### src/rtl/bydin_mem_arb_pkg.sv
// bydin_mem_arb_pkg: shared bydin SRAM arbiter constants and FSM encoding
package bydin_mem_arb_pkg;
  localparam int SRAM_DEPTH = 131072;
  localparam int AW = $clog2(SRAM_DEPTH);
  localparam int DW = 8;
  localparam int TIMEOUT_DEF = 255;
  typedef enum logic [1:0] {IDLE = 2'b01, WAIT = 2'b10} state_t;
endpackage

### src/rtl/bydin_mem_arb_if.sv
// bydin_mem_arb_if: requester A/B and SRAM signals of the interleaver arbiter
interface bydin_mem_arb_if;
  import bydin_mem_arb_pkg::*;
  logic          a_en;
  logic          a_wr;
  logic [AW-1:0] a_addr;
  logic [DW-1:0] a_di;
  logic [DW-1:0] a_do;
  logic          a_do_en;
  logic          b_req;
  logic          b_wr;
  logic [AW-1:0] b_addr;
  logic [DW-1:0] b_di;
  logic          b_ack;
  logic [DW-1:0] b_do;
  logic          b_do_en;
  logic          b_timeout;
  logic          ram_en;
  logic          ram_wr;
  logic [AW-1:0] ram_addr;
  logic [DW-1:0] ram_di;
  logic [DW-1:0] ram_do;
  modport slave (
    input  a_en, a_wr, a_addr, a_di, b_req, b_wr, b_addr, b_di, ram_do,
    output a_do, a_do_en, b_ack, b_do, b_do_en, b_timeout, ram_en, ram_wr, ram_addr, ram_di
  );
  modport master (
    output a_en, a_wr, a_addr, a_di, b_req, b_wr, b_addr, b_di, ram_do,
    input  a_do, a_do_en, b_ack, b_do, b_do_en, b_timeout, ram_en, ram_wr, ram_addr, ram_di
  );
endinterface

### src/rtl/bydin_mem_arb_sat_cnt.sv
// bydin_mem_arb_sat_cnt: saturating counter with a one-cycle pulse on reaching MAX
module bydin_mem_arb_sat_cnt #(
  parameter int W   = 8,
  parameter int MAX = 255
) (
  input  logic         i_clk,
  input  logic         i_reset,
  input  logic         i_clr,
  input  logic         i_inc,
  output logic [W-1:0] o_cnt,
  output logic         o_hit
);
  localparam logic [W-1:0] LAST = W'(MAX - 1);
  localparam logic [W-1:0] TOP  = W'(MAX);
  logic [W-1:0] r_cnt;
  assign o_cnt = r_cnt;
  assign o_hit = i_inc & ~i_clr & (r_cnt == LAST);
  // count increments, holding at MAX so the pulse fires only once
  always_ff @(posedge i_clk or posedge i_reset)
    if (i_reset) r_cnt <= '0;
    else r_cnt <= i_clr ? '0 : (i_inc && r_cnt != TOP) ? r_cnt + 1'b1 : r_cnt;
endmodule

### src/rtl/bydin_mem_arb.sv
// bydin_mem_arb: A-priority arbiter for the single-port interleaver SRAM with B handshake
module bydin_mem_arb
  import bydin_mem_arb_pkg::*;
#(
  parameter int TIMEOUT = TIMEOUT_DEF
) (
  input logic             i_clk,
  input logic             i_reset,
  bydin_mem_arb_if.slave  bus
);
  state_t        r_state, w_next;
  logic          r_hold;
  logic [1:0]    r_tag;
  logic [AW-1:0] r_addr;
  logic [DW-1:0] r_di;
  logic          w_ga, w_gb, w_hit;
  logic [7:0]    w_cnt;
  assign w_ga = bus.a_en & ~i_reset;
  assign w_gb = bus.b_req & ~bus.a_en & ~r_hold & ~i_reset;
  // next state and SRAM mux; idle cycles keep address/data stable
  always_comb begin
    w_next = r_state;
    if (r_state == IDLE && bus.b_req && bus.a_en && !r_hold) w_next = WAIT;
    if (r_state == WAIT && (w_gb || !bus.b_req)) w_next = IDLE;
    bus.ram_en   = w_ga | w_gb;
    bus.ram_wr   = w_ga ? bus.a_wr : w_gb ? bus.b_wr : 1'b0;
    bus.ram_addr = w_ga ? bus.a_addr : w_gb ? bus.b_addr : r_addr;
    bus.ram_di   = w_ga ? bus.a_di : w_gb ? bus.b_di : r_di;
    bus.b_ack    = w_gb;
    bus.a_do     = bus.ram_do;
    bus.b_do     = bus.ram_do;
    bus.a_do_en  = r_tag[1] & ~r_tag[0];
    bus.b_do_en  = r_tag[1] & r_tag[0];
    bus.b_timeout = w_hit;
  end
  // state, hold-off after ack, read-return tag and last SRAM fields
  always_ff @(posedge i_clk or posedge i_reset)
    if (i_reset) begin
      r_state <= IDLE;
      r_hold  <= 1'b0;
      r_tag   <= 2'b00;
      r_addr  <= '0;
      r_di    <= '0;
    end else begin
      r_state <= w_next;
      r_hold  <= w_gb ? 1'b1 : bus.b_req ? r_hold : 1'b0;
      r_tag   <= {bus.ram_en & ~bus.ram_wr, w_gb};
      r_addr  <= bus.ram_addr;
      r_di    <= bus.ram_di;
    end
  bydin_mem_arb_sat_cnt #(.W(8), .MAX(TIMEOUT)) u_wait_cnt (
    .i_clk   (i_clk),
    .i_reset (i_reset),
    .i_clr   (r_state == IDLE),
    .i_inc   (r_state == WAIT),
    .o_cnt   (w_cnt),
    .o_hit   (w_hit)
  );
  logic w_unused;
  assign w_unused = ^w_cnt;
endmodule

### src/flat_wrapper.sv
// flat-port wrapper written by rule: the top's interface ports become plain ports
module bydin_mem_arb_flat import bydin_mem_arb_pkg::*;
#(
  parameter int TIMEOUT = TIMEOUT_DEF
)
  (i_clk, i_reset, bus_a_en, bus_a_wr, bus_a_addr, bus_a_di, bus_b_req, bus_b_wr, bus_b_addr, bus_b_di, bus_ram_do, bus_a_do, bus_a_do_en, bus_b_ack, bus_b_do, bus_b_do_en, bus_b_timeout, bus_ram_en, bus_ram_wr, bus_ram_addr, bus_ram_di);
  bydin_mem_arb_if bus_i ();
  input logic i_clk;
  input logic i_reset;
  input wire logic [$bits(bus_i.a_en)-1:0] bus_a_en;
  input wire logic [$bits(bus_i.a_wr)-1:0] bus_a_wr;
  input wire logic [$bits(bus_i.a_addr)-1:0] bus_a_addr;
  input wire logic [$bits(bus_i.a_di)-1:0] bus_a_di;
  input wire logic [$bits(bus_i.b_req)-1:0] bus_b_req;
  input wire logic [$bits(bus_i.b_wr)-1:0] bus_b_wr;
  input wire logic [$bits(bus_i.b_addr)-1:0] bus_b_addr;
  input wire logic [$bits(bus_i.b_di)-1:0] bus_b_di;
  input wire logic [$bits(bus_i.ram_do)-1:0] bus_ram_do;
  output wire logic [$bits(bus_i.a_do)-1:0] bus_a_do;
  output wire logic [$bits(bus_i.a_do_en)-1:0] bus_a_do_en;
  output wire logic [$bits(bus_i.b_ack)-1:0] bus_b_ack;
  output wire logic [$bits(bus_i.b_do)-1:0] bus_b_do;
  output wire logic [$bits(bus_i.b_do_en)-1:0] bus_b_do_en;
  output wire logic [$bits(bus_i.b_timeout)-1:0] bus_b_timeout;
  output wire logic [$bits(bus_i.ram_en)-1:0] bus_ram_en;
  output wire logic [$bits(bus_i.ram_wr)-1:0] bus_ram_wr;
  output wire logic [$bits(bus_i.ram_addr)-1:0] bus_ram_addr;
  output wire logic [$bits(bus_i.ram_di)-1:0] bus_ram_di;
  assign bus_i.a_en = bus_a_en;
  assign bus_i.a_wr = bus_a_wr;
  assign bus_i.a_addr = bus_a_addr;
  assign bus_i.a_di = bus_a_di;
  assign bus_i.b_req = bus_b_req;
  assign bus_i.b_wr = bus_b_wr;
  assign bus_i.b_addr = bus_b_addr;
  assign bus_i.b_di = bus_b_di;
  assign bus_i.ram_do = bus_ram_do;
  assign bus_a_do = bus_i.a_do;
  assign bus_a_do_en = bus_i.a_do_en;
  assign bus_b_ack = bus_i.b_ack;
  assign bus_b_do = bus_i.b_do;
  assign bus_b_do_en = bus_i.b_do_en;
  assign bus_b_timeout = bus_i.b_timeout;
  assign bus_ram_en = bus_i.ram_en;
  assign bus_ram_wr = bus_i.ram_wr;
  assign bus_ram_addr = bus_i.ram_addr;
  assign bus_ram_di = bus_i.ram_di;
  bydin_mem_arb #(.TIMEOUT(TIMEOUT)) u_core (.i_clk(i_clk), .i_reset(i_reset), .bus(bus_i));
endmodule
### config.mk
export PLATFORM = sky130hd
export DESIGN_NAME = bydin_mem_arb_flat
export DESIGN_NICKNAME = d
export VERILOG_FILES = /design/src/rtl/bydin_mem_arb_pkg.sv /design/src/rtl/bydin_mem_arb_if.sv /design/src/rtl/bydin_mem_arb_sat_cnt.sv /design/src/rtl/bydin_mem_arb.sv /design/src/flat_wrapper.sv
export SDC_FILE = /design/constraint.sdc
export NUM_CORES = 1
export LEC_CHECK = 0
export CORE_ASPECT_RATIO = 0.5
export CORE_MARGIN = 2
export CORE_UTILIZATION = 36
export CTS_BUF_LIST = sky130_fd_sc_hd__clkbuf_8
export DETAILED_ROUTE_END_ITERATION = 8
export GPL_ROUTABILITY_DRIVEN = 0
export PLACE_DENSITY = 0.79
export REMOVE_ABC_BUFFERS = 1
export SLEW_MARGIN = 10
export SYNTH_ARGS = -nofsm -noshare
export SYNTH_HDL_FRONTEND = slang
export SYNTH_SLANG_ARGS = --single-unit
### constraint.sdc
create_clock -name i_clk -period 2.2 [get_ports i_clk]
set_clock_uncertainty 0.1 [all_clocks]
set_input_delay 0.22 -clock i_clk [delete_from_list [all_inputs] [get_ports i_clk]]
set_output_delay 0.22 -clock i_clk [all_outputs]
set_load 0.05 [all_outputs]
After elaboration in Yosys (flattened, before gate mapping)

Index checks and enable logic that the tools add are counted.

Bitwise gates (word level): 16
Reduce and logical (&&, ||, !) cells: 10
Eq/ne operators: 5
Mux-type cells: 12
Add/subtract/negate cells: 1

Operators with widths:

| cell                                                                    | count |
|---|---|
| 17-bit 2-to-1 mux                                                       | 2 |
| 8-bit 2-to-1 mux                                                        | 4 |
| 1-bit AND                                                               | 9 |
| 8-bit by 1-bit adder with 8-bit output, second input constant           | 1 |
| 8-bit equality test, second input constant                              | 1 |
| 8-bit inequality test, second input constant                            | 1 |
| 1-bit NOT                                                               | 6 |
| 1-bit logical AND                                                       | 5 |
| 1-bit 2-to-1 mux                                                        | 4 |
| 2-bit 2-to-1 mux                                                        | 2 |
| 2-bit nonzero test                                                      | 2 |
| 2-bit by 1-bit equality test with 1-bit output, second input constant   | 1 |
| 2-bit equality test, second input constant                              | 1 |
| 1-bit logical NOT                                                       | 2 |
| 2-bit by 1-bit inequality test with 1-bit output, second input constant | 1 |
| 1-bit logical OR                                                        | 1 |
| 1-bit bitwise OR                                                        | 1 |

Flip-flop bits (word level): 38
Output and inout bits: 47

Depth between registers and ports, before layout

Gate-level depths: netlist (run 1).

Depth in word-level cells: 8
Mapped depth: 6
Depth with buffers taken out: 5

By module

From an unflattened synthesis (run 1), not the netlist that was laid out.

Cell total of the unflattened synthesis: 232
Area, all modules: 1999.4 um^2

By module, submodules not included:

| module                | cells an instance | times used | area each (um^2) |
|---|---|---|---|
| bydin_mem_arb         | 180               | 1          | 1521.5 |
| bydin_mem_arb_sat_cnt | 52                | 1          | 478.0 |

Worst setup path before layout (run 1)

Ideal clock, no wire load.

Path kind: input to output
Start: input i_reset
End: output bus_ram_addr[10]
Arrival time: 2128 ps
Stages: 5
Buffers on the path: 1
Setup slack: -248 ps
Path through: inv_1 o21ai_2 buf_6 a222oi_1 inv_1

Cells in the longest elaborated chain, start to end: 4
Elaborated cells between the ends (all ways): 5
Those cells by class: 2 x mux; 3 x bitwise

Ends and longest elaborated chain:

| item                | line                                     | source |
|---|---|---|
| start, declared     | flat_wrapper.sv:9                        | `input logic i_reset;` |
| 1-bit NOT *         | bydin_mem_arb.sv:18, bydin_mem_arb.sv:19 |  |
| 1-bit AND           | bydin_mem_arb.sv:19                      | `assign w_gb = bus.b_req & ~bus.a_en & ~r_hold & ~i_reset;` |
| 17-bit 2-to-1 mux   | bydin_mem_arb.sv:27                      | `bus.ram_addr = w_ga ? bus.a_addr : w_gb ? bus.b_addr : r_addr;` |
| 17-bit 2-to-1 mux * | bydin_mem_arb.sv:27                      |  |
| end, declared       | flat_wrapper.sv:27                       | `output wire logic [$bits(bus_i.ram_addr)-1:0] bus_ram_addr;` |

Every way passes the cells marked *; elsewhere a longest branch is shown, timed or not.

Worst setup path in the final report (run 1)

Start: input bus_b_req
End: output bus_ram_addr[3]

Cells in the longest elaborated chain, start to end: 5

Ends and longest elaborated chain:

| item                           | line                | source |
|---|---|---|
| start, declared                | flat_wrapper.sv:14  | `input wire logic [$bits(bus_i.b_req)-1:0] bus_b_req;` |
| 1-bit AND (3 in a row)         | bydin_mem_arb.sv:19 |  |
| 17-bit 2-to-1 mux (2 in a row) | bydin_mem_arb.sv:27 |  |

No other way between the ends.

==> impl_metrics.toml, run 1 <==
[clock_tree]
htree_levels = 2
cts_tree = "built"
clock_latency_ns = 0.28
clock-sinks = 38
root_buffer = "clkbuf_8"
clkTransAtPathRegs_ns = 0.08
cts_max_path_buffers = 2
holdBufCountCts = 0
cts-buffers-inserted = 5

[critical_path]
worstSetupStartpointType = "input pin"
criticalPathCategory = "input pin to output port"
ff2ff_setup_slack_ns = 0.46
crit_path_end_kind = "output port"
reg2reg_depth = 5
rr_endpoint = "u_core.u_wait_cnt.o_cnt[0]"
r2r-start = "u_core.u_wait_cnt.o_cnt[0]"
cp.arrival_ns = 1.75
crit_required_ns = 1.88
cp_max_fo = 11

[sta]
timing.slew.headroom_pct = 58.2
fin_crit_ns = 2.07
hold_viol = 0
finalMaxSlewViolations = 0
finalSetupViolCount = 0
max_freq_mhz = 483
rsz0062_at_grt = "no"
fin_crit_sh_pct = 94.0
tightestPinTransition_ns = 0.625

[route]
ant_nets = 0
drc = 0
vias_per_cell = 5.14
dr.pass1.iters = 7
via_count = 1696
drt_iter0_drc = 175
routed_wl_mm = 5.46
wl_per_cell_um = 16.5

[layout]
nFillCells = 439
design_area_sq_um = 2930
drive_gt1_share_pct = 22.7
final_nets = 325
layout_commonest_cell = "clkdlybuf4s50_1"
n_antenna_cell = 0
multi_input_area_sq_um = 684
syn_to_final_growth_pct = 49.4
stdcell_count = 330
ff_latch_area_sq_um = 953
layout_common_cells = "clkdlybuf4s50_1, dfrtp_1, inv_1"

[power_and_ir_drop]
p_total_mw = 2.48
max-vdd-ir-drop_mv = 0.397
p_leak_nw = 1.40
power_density_nw_per_um2 = 846

[grt]
grt_pass1_vias = 1788
grt_max_degree = 39
overflow = 0
antenna_found_initial = 0
grt_pass1_wl_mm = 8.86
grt_util_all_layers_pct = 18.5

[floorplan]
dieWidth_um = 108
coreArea_sq_um = 5090
die_area_sq_um = 6090
fp.dieH_um = 56.2
io_pins = 111
fp-row-count = 18
initial_core_util_pct = 38.5

[synth]
syn_inst = 182
yosysWarningCount = 0
ys_seq_area_share_pct = 48.5
async_flop_share_pct = 100
yosysUniqueCellTypes = 36
syn-mean-instance-area_sq_um = 10.8
syn_area_sq_um = 1960
ys.flop_type = "dfrtp_1"
ys_seq_elements = 38
synth_edf_count = 0

[placement]
portBuffers = 86
placed_area_sq_um = 2730
placed_cells_incl_taps = 318
dp.final_hpwl_mm = 3.88

[min_path]
hold_class = "input pin to async pin"

[status]
status = "completed"

[run]
max-cap-violations = 0
-- final cells by class --
class                      count  area share [%]
inverter                      32            4.10
timing repair buffer          96            32.2
clock buffer                   6            2.82
tap                           70            2.99
multi-input combinational     86            23.4
sequential                    38            32.5
clock inverter                 2            2.05
-- cell usage after synthesis, types with 3 or more instances --
master,count,area share [%]
dfrtp_1,37,47
inv_1,32,6.1
a222oi_1,25,13
buf_4,16,6.1
nor2_1,7,1.3
a21oi_1,6,1.5
buf_6,6,3.4
and3_1,4,1.3
nor2b_1,4,1.3
o21ai_0,4,1.0
buf_2,3,0.77
nand3_1,3,0.77
o22ai_1,3,0.96
-- worst max-delay path: stages --
cell and delay, ns:
clkdlybuf4s50_1 0.48, nor2b_4 0.16, o21ai_2 0.07, buf_4 0.18
a222oi_1 0.34, inv_1 0.10, buf_4 0.20
-- power by group --
part | leakage (nW) | internal (mW) | switching, mW
Combinational | 0.849 | 0.349 | 0.507
Clock | 0.0714 | 0.484 | 0.242
Sequential | 0.479 | 0.805 | 0.0919
Total | 1.40 | 1.64 | 0.841
-- stage by stage --
step | worst slack, ns | hold WS, ns | utilization (%) | setup TNS, ns
after global placement | -0.219 | 0.341 | 53.7 | -4.37
after floorplan | -0.332 | 0.175 | - | -16.60
after CTS | 0.0637 | 0.341 | 56.6 | 0
final | 0.131 | 0.145 | 57.6 | 0
after global routing | 0.00317 | 0.199 | 57.6 | 0
after detailed placement | -0.284 | 0.341 | 53.7 | -5.60
-- metal layers --
| layer | part of all wire, % | track usage, % | vias to the layer above |
|---|---|---|---|
| met5 | 0 | 0 | - |
| li1 | - | - | 806 |
| met2 | 53 | 31.6 | 58 |
| met1 | 41 | 22.5 | 828 |
| met3 | 4.7 | 5.85 | 4 |
| met4 | 0.82 | 4.76 | 0 |
-- cells by family after synthesis --
group / synth area share (%)
XOR/XNOR: 0.893
multiplexers: 0.510
AND/OR/NAND/NOR: 9.44
flip-flops: 48.5
AO/OA/AOI/OAI: 21.9
adder cells (fa/ha/maj): 1.28
buffers and inverters: 17.4
-- repair_timing --
item	in CTS	in global routing
buffers inserted	0	3
setup endpoints to repair	26	25
gates cloned	0	1
gates resized for setup	1	6
pin swaps	0	3
-- registers in the layout (all words and copies together), names as in the netlist --
| name | flops |
|---|---|
| u_core.r_addr | 17 |
| u_core.r_di | 8 |
| u_core.r_state | 2 |
| u_core.u_wait_cnt.o_cnt | 8 |
| u_core.r_tag | 2 |
| u_core.r_hold | 1 |
-- worst max-delay path by stage --
stage                       endpoint  slack, ns           from
detailed placement  bus_ram_addr[15]      -0.28       bus_a_en
CTS                  bus_ram_addr[9]       0.06  u_core.r_hold
finish               bus_ram_addr[3]       0.13      bus_b_req
floorplan            bus_ram_addr[0]      -0.33        i_reset
global route         bus_ram_addr[3]      0.003      bus_b_req
global placement    bus_ram_addr[15]      -0.22       bus_a_en
Note: power is estimated with default switching activity, not from simulation.
==> inputs of run 2 (changes only) <==
--- a/constraint.sdc
+++ b/constraint.sdc
@@ -4,2 +4,2 @@
 set_output_delay 0.22 -clock i_clk [all_outputs]
-set_load 0.05 [all_outputs]
+set_load 0.02 [all_outputs]
==> run 2 against run 1 <==
Flip-flop and latch count unchanged; critical path type unchanged; routed wire length up 5.6%; highest routed layer unchanged; fmax down 2.2%; non-clock buffer count up 17; die area unchanged; global-route usage up 0.99 points; count of clock-buffer cells in the layout down 1; worst hold slack better by 0.20 ns; clock power down 38%; final cell count up 4.5%.
==> impl_metrics.toml, run 2 (synthesis gave the netlist of run 1 again) <==
[power_and_ir_drop]
power_density_nw_per_um2 = 718
comb_power_share_pct = 35.7
p_total_mw = 2.05
p_leak_nw = 1.41
pwr-share-seq_pct = 42.5
switching_share_pct = 33.5
max-vdd-ir-drop_mv = 0.307
p_int_mw = 1.37
power_frac_clock_pct = 21.8
p_switching_uw = 688

[grt]
grt_max_degree = 39
grt_pass1_wl_mm = 9.37
overflow = 0
grt_pass1_vias = 1953
antenna_found_initial = 0
grt_util_all_layers_pct = 19.5

[min_path]
worst_hold_startpoint = "bus_ram_do[0]"
hold_class = "input pin to output port"
whs_endpoint = "bus_b_do[0]"
min_path_cells = 0

[route]
via_count = 1857
vias_per_cell = 5.38
drt_iter0_drc = 190
ant_nets = 0
dr.pass1.iters = 5
wl_per_cell_um = 16.7
routed_wl_mm = 5.76
drc = 0

[critical_path]
cp.arrival_ns = 1.79
criticalPathCategory = "input pin to output port"
reg2reg_depth = 5
rr_endpoint = "u_core.u_wait_cnt.o_cnt[1]"
worstSetupStartpointType = "input pin"
crit_required_ns = 1.88
ff2ff_setup_slack_ns = 0.41
r2r-start = "u_core.u_wait_cnt.o_cnt[0]"
crit_path_end_kind = "output port"
cp_max_fo = 17

[layout]
nFillCells = 454
drive_gt1_share_pct = 25.5
layout_common_cells = "clkdlybuf4s50_1, dfrtp_1, inv_1"
multi_input_area_sq_um = 672
top_register = "u_core.r_addr"
syn_to_final_growth_pct = 45.8
n_antenna_cell = 0
layout_commonest_cell = "clkdlybuf4s50_1"
final_nets = 341
ff_latch_area_sq_um = 952
largest_reg_flops = 17
design_area_sq_um = 2860

[placement]
dp_slack_ns = -0.292
portBuffers = 86
placed_area_sq_um = 2900
dp.final_hpwl_mm = 4.34

[sta]
rsz0062_at_grt = "yes"
timing.slew.headroom_pct = 67.2
tightestPinTransition_ns = 0.492
max_freq_mhz = 473
finalSetupViolCount = 0
hold_viol = 0
fin_crit_ns = 2.11
fin_crit_sh_pct = 96.1
timing.hold.ws_ns = 0.340
finalMaxSlewViolations = 0
final.setup.worst_slack_ns = 0.0851

[floorplan]
fp-row-count = 18
fp.dieH_um = 56.2
dieWidth_um = 108
die_area_sq_um = 6090
initial_core_util_pct = 38.5
coreArea_sq_um = 5090
io_pins = 111

[clock_tree]
root_buffer = "clkbuf_8"
clock-sinks = 38
htree_levels = 2
clock_latency_ns = 0.29
cts-buffers-inserted = 5
cts_tree = "built"
cts_max_path_buffers = 2

[status]
status = "completed"

[run]
max-cap-violations = 0
[run 2: power by group through the flow]
| stage | Combinational (mW) | Clock, mW | Sequential [mW] |
|---|---|---|---|
| CTS | 0.754 | 0.460 | 0.871 |
| global placement | 0.758 | 0 | 0.877 |
| finish | 0.733 | 0.448 | 0.873 |
| detailed placement | 0.790 | 0 | 0.885 |
| global route | 0.800 | 0.501 | 0.888 |
| floorplan | 0.374 | 0 | 0.881 |
[run 2: repair_timing]
| item | 4_1_cts | 5_1_grt |
|---|---|---|
| hold buffers | 0 | 0 |
| endpoints found under the setup margin | 28 | 25 |
| resized for setup | 47 | 39 |
| setup buffers | 0 | 1 |
| pin swaps | 3 | 7 |
[run 2: worst max-delay path, stage by stage]
cell	delay, ns
clkdlybuf4s50_1	0.48
nor2b_4	0.15
nor3b_4	0.21
buf_6	0.21
a22o_2	0.17
dlygate4sd2_1	0.34
[run 2: worst max path at each step]
stage	start	endpoint	slack, ns	cells past startpoint
after floorplan	i_reset	bus_ram_addr[0]	-0.23	4
after global placement	bus_b_req	bus_ram_addr[15]	-0.22	7
after detailed placement	bus_a_en	bus_ram_addr[15]	-0.29	6
after CTS	i_reset	bus_ram_addr[15]	0.0008	7
after global routing	bus_b_req	bus_ram_addr[8]	-0.08	7
final	bus_b_req	bus_ram_wr	0.09	6
[run 2: routing by layer]
| metal | up-vias | track usage, % | wire length [um] |
|---|---|---|---|
| met5 | - | 0 | 0 |
| li1 | 831 | - | - |
| met1 | 926 | 22.3 | 2270 |
| met4 | 0 | 9.16 | 167 |
| met3 | 20 | 5.04 | 275 |
| met2 | 80 | 33.9 | 3050 |
[run 2: metrics by stage]
step | TNS [ns] | cells | util, %
after floorplan | -9.79 | 155 | -
after global placement | -5.23 | 337 | 57.0
after detailed placement | -5.91 | 337 | 57.0
after CTS | 0 | 344 | 58.3
after global routing | -0.0809 | 345 | 56.2
final | 0 | 345 | 56.2
[run 2: area by class of cell]
class | count | share of cell area (%)
Sequential cell | 38 | 33.3
Timing Repair Buffer | 113 | 33.2
Multi-Input combinational cell | 85 | 23.5
Inverter | 32 | 4.20
Tap cell | 70 | 3.06
Clock buffer | 5 | 2.41
Clock inverter | 2 | 0.350
==> inputs of run 3 (changes only) <==
ABC_AREA = 1   (was unset)
CORE_ASPECT_RATIO = 0.8   (was 0.5)
CORE_UTILIZATION = 35   (was 36)
PLACE_DENSITY = 0.78   (was 0.79)
==> run 3 against run 2 <==
Count of clock-buffer cells in the layout up 1; synthesized cell count up 37%; routed wire length down 15%; clock power up 8.5%; setup slack better by 0.067 ns; critical path depth up 1; fmax up 3.3%; highest routed layer unchanged.
==> impl_metrics.toml, run 3 <==
[min_path]
hold_class = "input pin to async pin"

[critical_path]
worstSetupStartpointType = "flop"
cp.arrival_ns = 1.73
criticalPathCategory = "flop to output port"
reg2reg_depth = 6
crit_path_end_kind = "output port"
cp_max_fo = 27
crit_required_ns = 1.88

[floorplan]
fp.dieH_um = 70.5
dieWidth_um = 87.1
coreArea_sq_um = 5380
io_pins = 111
fp-row-count = 24
die_area_sq_um = 6130
initial_core_util_pct = 35.9

[layout]
layout_commonest_cell = "nand2_1"
syn_to_final_growth_pct = 57.3
drive_gt1_share_pct = 12.9
largest_reg_flops = 17
layout_common_cells = "nand2_1, clkdlybuf4s50_1, dfrtp_1"
nFillCells = 503
multi_input_area_sq_um = 759
top_register = "u_core.r_addr"
n_antenna_cell = 0
design_area_sq_um = 3040
ff_latch_area_sq_um = 952
final_nets = 415

[route]
vias_per_cell = 4.53
drc = 0
via_count = 1880
routed_wl_mm = 4.92
wl_per_cell_um = 11.8
ant_nets = 0
dr.pass1.iters = 4
drt_iter0_drc = 67

[sta]
finalSetupViolCount = 0
timing.hold.ws_ns = 0.315
final.setup.worst_slack_ns = 0.153
fin_crit_ns = 2.05
finalMaxSlewViolations = 0
rsz0062_at_grt = "no"
fin_crit_sh_pct = 93.1
hold_viol = 0
tns_ns = 0
timing.slew.headroom_pct = 67.6
max_freq_mhz = 488
tightestPinTransition_ns = 0.485

[synth]
synth_top_cells_by_area = "dfrtp_1, nand2_1, nand3_1, buf_4, inv_1"
ys_seq_area_share_pct = 49.3
yosysTopAreaCellShare_pct = 47.9
synth.top_cells.by_count = "nand2_1, dfrtp_1, nand3_1, buf_4, inv_1"
syn_area_sq_um = 1930
ys_seq_elements = 38
syn_inst = 250
yosysWarningCount = 0
async_flop_share_pct = 100
synth_top_area_cell = "dfrtp_1"
yosysUniqueCellTypes = 25
yosys.cell_count.top_type = "nand2_1"
ys.flop_type = "dfrtp_1"
syn-mean-instance-area_sq_um = 7.73
synth_edf_count = 0

[run]
max-cap-violations = 0

[status]
status = "completed"

[grt]
grt_util_all_layers_pct = 16.2
antenna_found_initial = 0
grt_pass1_wl_mm = 7.94
grt_max_degree = 39
overflow = 0
grt_pass1_vias = 1786

[placement]
dp.final_hpwl_mm = 3.69
dp_slack_ns = -0.144
placed_area_sq_um = 2970
portBuffers = 86

[clock_tree]
root_buffer = "clkbuf_8"
cts-buffers-inserted = 5
post_cts_buffers = 0
clkTransAtPathRegs_ns = 0.07
clock_latency_ns = 0.27
htree_levels = 2
holdBufCountCts = 0
cts_max_path_buffers = 2
cts_tree = "built"
clock-sinks = 38

[power_and_ir_drop]
comb_power_share_pct = 35.3
max-vdd-ir-drop_mv = 0.311
p_int_mw = 1.40
power_frac_clock_pct = 23.3
p_switching_uw = 687
p_total_mw = 2.09
pwr-share-seq_pct = 41.4
power_density_nw_per_um2 = 687
switching_share_pct = 32.9
p_leak_nw = 1.53
## run 3: cell types whose count changed in the layout (fill, tap and decap cells not counted), moves of 3 or more
cell,delta
dlygate4sd2_1,+19
a222oi_1,-25
inv_1,-17
buf_2,-5
a21oi_1,-3
o21ai_1,+4
clkbuf_2,-19
o21ai_0,-3
nor2b_1,-3
nand3_1,+29
nand2_1,+105
and3_1,-4
nor2_1,+3
## run 3: cell families (layout without fill, tap and decap cells)
kind of cell / Yosys count / in the layout / synth area share, %
and+or+nand+nor: 157 / 157 / 34.3
xor gates and xnor gates: 2 / 2 / 0.907
adders and majority gates: 2 / 2 / 1.30
AOI/OAI and AO/OA: 10 / 10 / 2.78
DFF: 38 / 38 / 49.3
buffers and inverters: 41 / 141 / 11.4
## run 3: worst max-delay path, cell delays in order, from the launching register on
cell and delay [ns]:
dfrtp_1 0.40, nor2_1 0.12, nand3_2 0.10, clkinv_1 0.11, buf_12 0.17, nand2_1 0.06
nand3_1 0.10, dlygate4sd2_1 0.37
## run 3: area by class of cell
cell class / count / area share [%]
Tap cell: 65 / 2.68
Clock buffer: 6 / 2.72
Multi-Input combinational cell: 171 / 25.0
Clock inverter: 2 / 0.412
Sequential cell: 38 / 31.3
Inverter: 19 / 2.35
Timing Repair Buffer: 114 / 35.5
## run 3: worst paths after layout
check,start,end,slack [ns]
max in group asynchronous,i_reset,u_core.r_state[0],1.34
min reg2reg,u_core.r_di[1],u_core.r_di[1],0.39
min in group i_clk,bus_ram_do[0],bus_b_do[0],0.34
max reg2reg,u_core.u_wait_cnt.o_cnt[1],u_core.u_wait_cnt.o_cnt[7],0.64
max,u_core.r_hold,bus_ram_addr[16],0.15
min,i_reset,u_core.r_hold,0.32
## run 3: timing repair
action,in CTS,in global routing
gates resized for setup,26,6
setup endpoints to repair,26,5
pin swaps,0,0
## run 3: layer usage
metal  global-route usage [%]  wire (um)
met1                     20.4       2250
met4                     4.17         59
met3                     6.74        420
met5                        0          0
met2                     25.6       2190
## run 3: power groups by stage
| stage | sequential, mW | combinational [mW] | clock, mW |
|---|---|---|---|
| floorplan | 0.868 | 0.389 | 0 |
| global placement | 0.876 | 0.786 | 0 |
| detailed placement | 0.879 | 0.798 | 0 |
| CTS | 0.866 | 0.747 | 0.509 |
| global route | 0.879 | 0.816 | 0.537 |
| finish | 0.865 | 0.738 | 0.486 |
## run 3: through the flow
| stage | std cells | util, % |
|---|---|---|
| final | 415 | 56.5 |
| after global routing | 415 | 56.5 |
| after CTS | 415 | 56.5 |
| after detailed placement | 407 | 55.3 |
| after global placement | 407 | 55.3 |
| after floorplan | 228 | - |
==> patch (settings of run 2) <==
`r_di` no longer has a reset.
--- a/src/rtl/bydin_mem_arb.sv
+++ b/src/rtl/bydin_mem_arb.sv
@@ -42,3 +42,2 @@
       r_addr  <= '0;
-      r_di    <= '0;
     end else begin
@@ -48,4 +47,7 @@
       r_addr  <= bus.ram_addr;
-      r_di    <= bus.ram_di;
     end
+
+  always_ff @(posedge i_clk) begin
+    r_di <= bus.ram_di;
+  end
   bydin_mem_arb_sat_cnt #(.W(8), .MAX(TIMEOUT)) u_wait_cnt (
Check against the original RTL: differs if i_reset is asserted again (counterexample within 4 cycles, from zero or initial values and one cycle with i_reset high); with i_reset held inactive, the same outputs for 10 cycles.
==> patch against run 2 <==
Register-to-register slack improved by 0.05 ns. Power grew 3.3%. Setup slack got worse by 0.028 ns. Utilization fell by 0.64 points. Final area is 2.4% lower. Wire length down 9.2%. Critical endpoint unchanged. Largest cell class unchanged. Largest power group unchanged. Area after synthesis decreased by 2.0%. Sequential cell count stayed put. Highest routed layer unchanged.
==> patch: results (changes against run 2) <==
The post-CTS setup buffer count is 0 (unchanged). The number of warnings reported in the yosys synthesis log came out at 0 (unchanged). The endpoint of the worst-slack reg-to-reg timing path was u_core.u_wait_cnt.o_cnt[0] (was u_core.u_wait_cnt.o_cnt[1]). The number of port buffers is 86 (unchanged). The number of flip-flops under the largest register name was 17 (unchanged). The fraction of power spent switching nets was 0.312 (was 0.335). The detailed placer's ending HPWL is 3920 µm (was 4340 µm). The type of the most critical hold path is input port to async pin (was input port to primary output). The cell area after placement was 2810 µm² (was 2900 µm²). The number of global-route vias before repair is 1696 (was 1953). The share of synthesized area occupied by flip-flops and latches was 0.475 (was 0.485). The fraction of layout cells with a size suffix above 1 is 0.225 (was 0.255). Status: finished clean (unchanged). The H-tree depth is 2 (unchanged). The final antenna diode count was 0 (unchanged). The setup slack of the worst register-to-register path was 0.46 ns (was 0.41 ns). The number of library cell types mapped by synthesis is 37 (was 36). The clock latency on the worst-skew pair came out at 0.28 ns. List of most frequent post-synthesis cells: sky130_fd_sc_hd__inv_1, sky130_fd_sc_hd__dfrtp_1, sky130_fd_sc_hd__a222oi_1 (was sky130_fd_sc_hd__dfrtp_1, sky130_fd_sc_hd__inv_1, sky130_fd_sc_hd__a222oi_1). The async set-or-reset flop fraction in the synthesized netlist is 0.789 (was 1.00).

The most common flop cell mapped by yosys is sky130_fd_sc_hd__dfrtp_1 (unchanged). The pin count of the biggest net entering global routing came to 31 (was 39). The detailed-route vias per instance is 5.04 (was 5.38). The number of antenna violations at the first check in global routing came out at 0 (unchanged). The worst vdd rail ir drop is 0.355 mV (was 0.307 mV).

The worst slew margin relative to its limit came out at 0.738 (was 0.672). The filler cell count is 430 (was 454). The number of buffers inserted for hold repair after clock tree synthesis came out at 0 (unchanged). The aggregate routed wire length is 5230 µm (was 5760 µm).

The maximum fanout along the worst path is 29 (was 17). The register name with the most flops is u_core.r_addr (unchanged). The all-layer global routing usage is 0.176 (was 0.195). The launching element of the worst setup path is bus_b_req (unchanged). The number of detailed-routing iterations run before antenna repair came to 5 (unchanged). The logic depth of the worst register-to-register path was 5 (unchanged). The number of buffers between clock root and the deepest sink came out at 2 (unchanged).

The wire length of the first global-routing pass came to 8300 µm (was 9370 µm). The number of nets in the layout is 332 (was 341). The post-CTS clock slew at the launch and capture registers of the worst setup and hold paths is 0.08 ns. The clock root buffer is sky130_fd_sc_hd__clkbuf_8 (unchanged). The CTS buffer count came to 5 (unchanged). The number of DRC markers in iteration 0 came out at 146 (was 190). The startpoint of the most critical register-to-register path is u_core.u_wait_cnt.o_cnt[0] (unchanged). The static leakage came out at 1.35 nW (was 1.41 nW).

Cell types with the largest area share after synthesis: sky130_fd_sc_hd__dfrtp_1, sky130_fd_sc_hd__a222oi_1, sky130_fd_sc_hd__dfxtp_1 (was sky130_fd_sc_hd__dfrtp_1, sky130_fd_sc_hd__a222oi_1, sky130_fd_sc_hd__buf_4).
[patch: worst max path at each step]
stage                       endpoint  depth (start not counted)
floorplan            bus_ram_addr[0]                          4
global placement     bus_ram_addr[2]                          7
detailed placement  bus_ram_addr[15]                          7
CTS                 bus_ram_addr[14]                          7
global route              bus_ram_wr                          6
finish                    bus_ram_wr                          6
[patch: what timing repair did]
item | 4_1_cts | 5_1_grt
resized for setup | 38 | 41
hold endpoints to repair | 0 | 0
setup endpoints to repair | 28 | 25
gates cloned | 0 | 0
[patch: layer usage]
| metal | share of wire | track usage | up-vias |
|---|---|---|---|
| met5 | 0 | 0 | - |
| met4 | 0.015 | 0.0531 | 0 |
| met3 | 0.054 | 0.0539 | 8 |
| met2 | 0.54 | 0.322 | 64 |
| met1 | 0.39 | 0.196 | 809 |
| li1 | - | - | 816 |
[patch: area by class of cell]
type	instances	area (µm²)	share of cell area
multi-input combinational	85	672	0.241
clock inverter	3	37.5	0.0135
timing repair buffer	104	892	0.320
sequential	38	912	0.327
clock buffer	5	68.8	0.0247
tap	70	87.6	0.0314
inverter	32	120	0.0430
[patch: critical path: stages]
cell and delay [ns]:
sky130_fd_sc_hd__clkdlybuf4s50_1 0.49, sky130_fd_sc_hd__nor2b_4 0.16, sky130_fd_sc_hd__nor3b_4 0.24, sky130_fd_sc_hd__buf_12 0.20, sky130_fd_sc_hd__a22o_2 0.16, sky130_fd_sc_hd__dlygate4sd2_1 0.33
[patch: power groups by stage]
stage	combinational, mW	clock [mW]	sequential (mW)
final	0.687	0.567	0.869
after global routing	0.747	0.613	0.883
after global placement	0.732	0	0.876
after CTS	0.712	0.581	0.869
after detailed placement	0.753	0	0.883
after floorplan	0.371	0	0.880
[patch: per-stage QoR]
stage / TNS (ns) / hold WS, ns / std cells / setup WS, ns
after global placement: -4.13 / 0.340 / 329 / -0.183
after floorplan: -0.272 / 0.175 / 155 / -0.0118
after CTS: 0 / 0.336 / 337 / 0.00315
after detailed placement: -5.88 / 0.340 / 329 / -0.256
after global routing: 0 / 0.340 / 337 / 0.00534
final: 0 / 0.325 / 337 / 0.0570
[patch: logic make-up (layout without fill, tap and decap cells)]
family	count (synthesis)	in the layout	synth area share
XOR/XNOR	2	2	0.00912
buffers and inverters	59	144	0.178
adder cells (fa/ha/maj)	2	2	0.0130
multiplexers	1	1	0.00521
flip-flops	38	38	0.475
AND/OR/NAND/NOR	30	30	0.0964
AO/OA/AOI/OAI	50	50	0.224
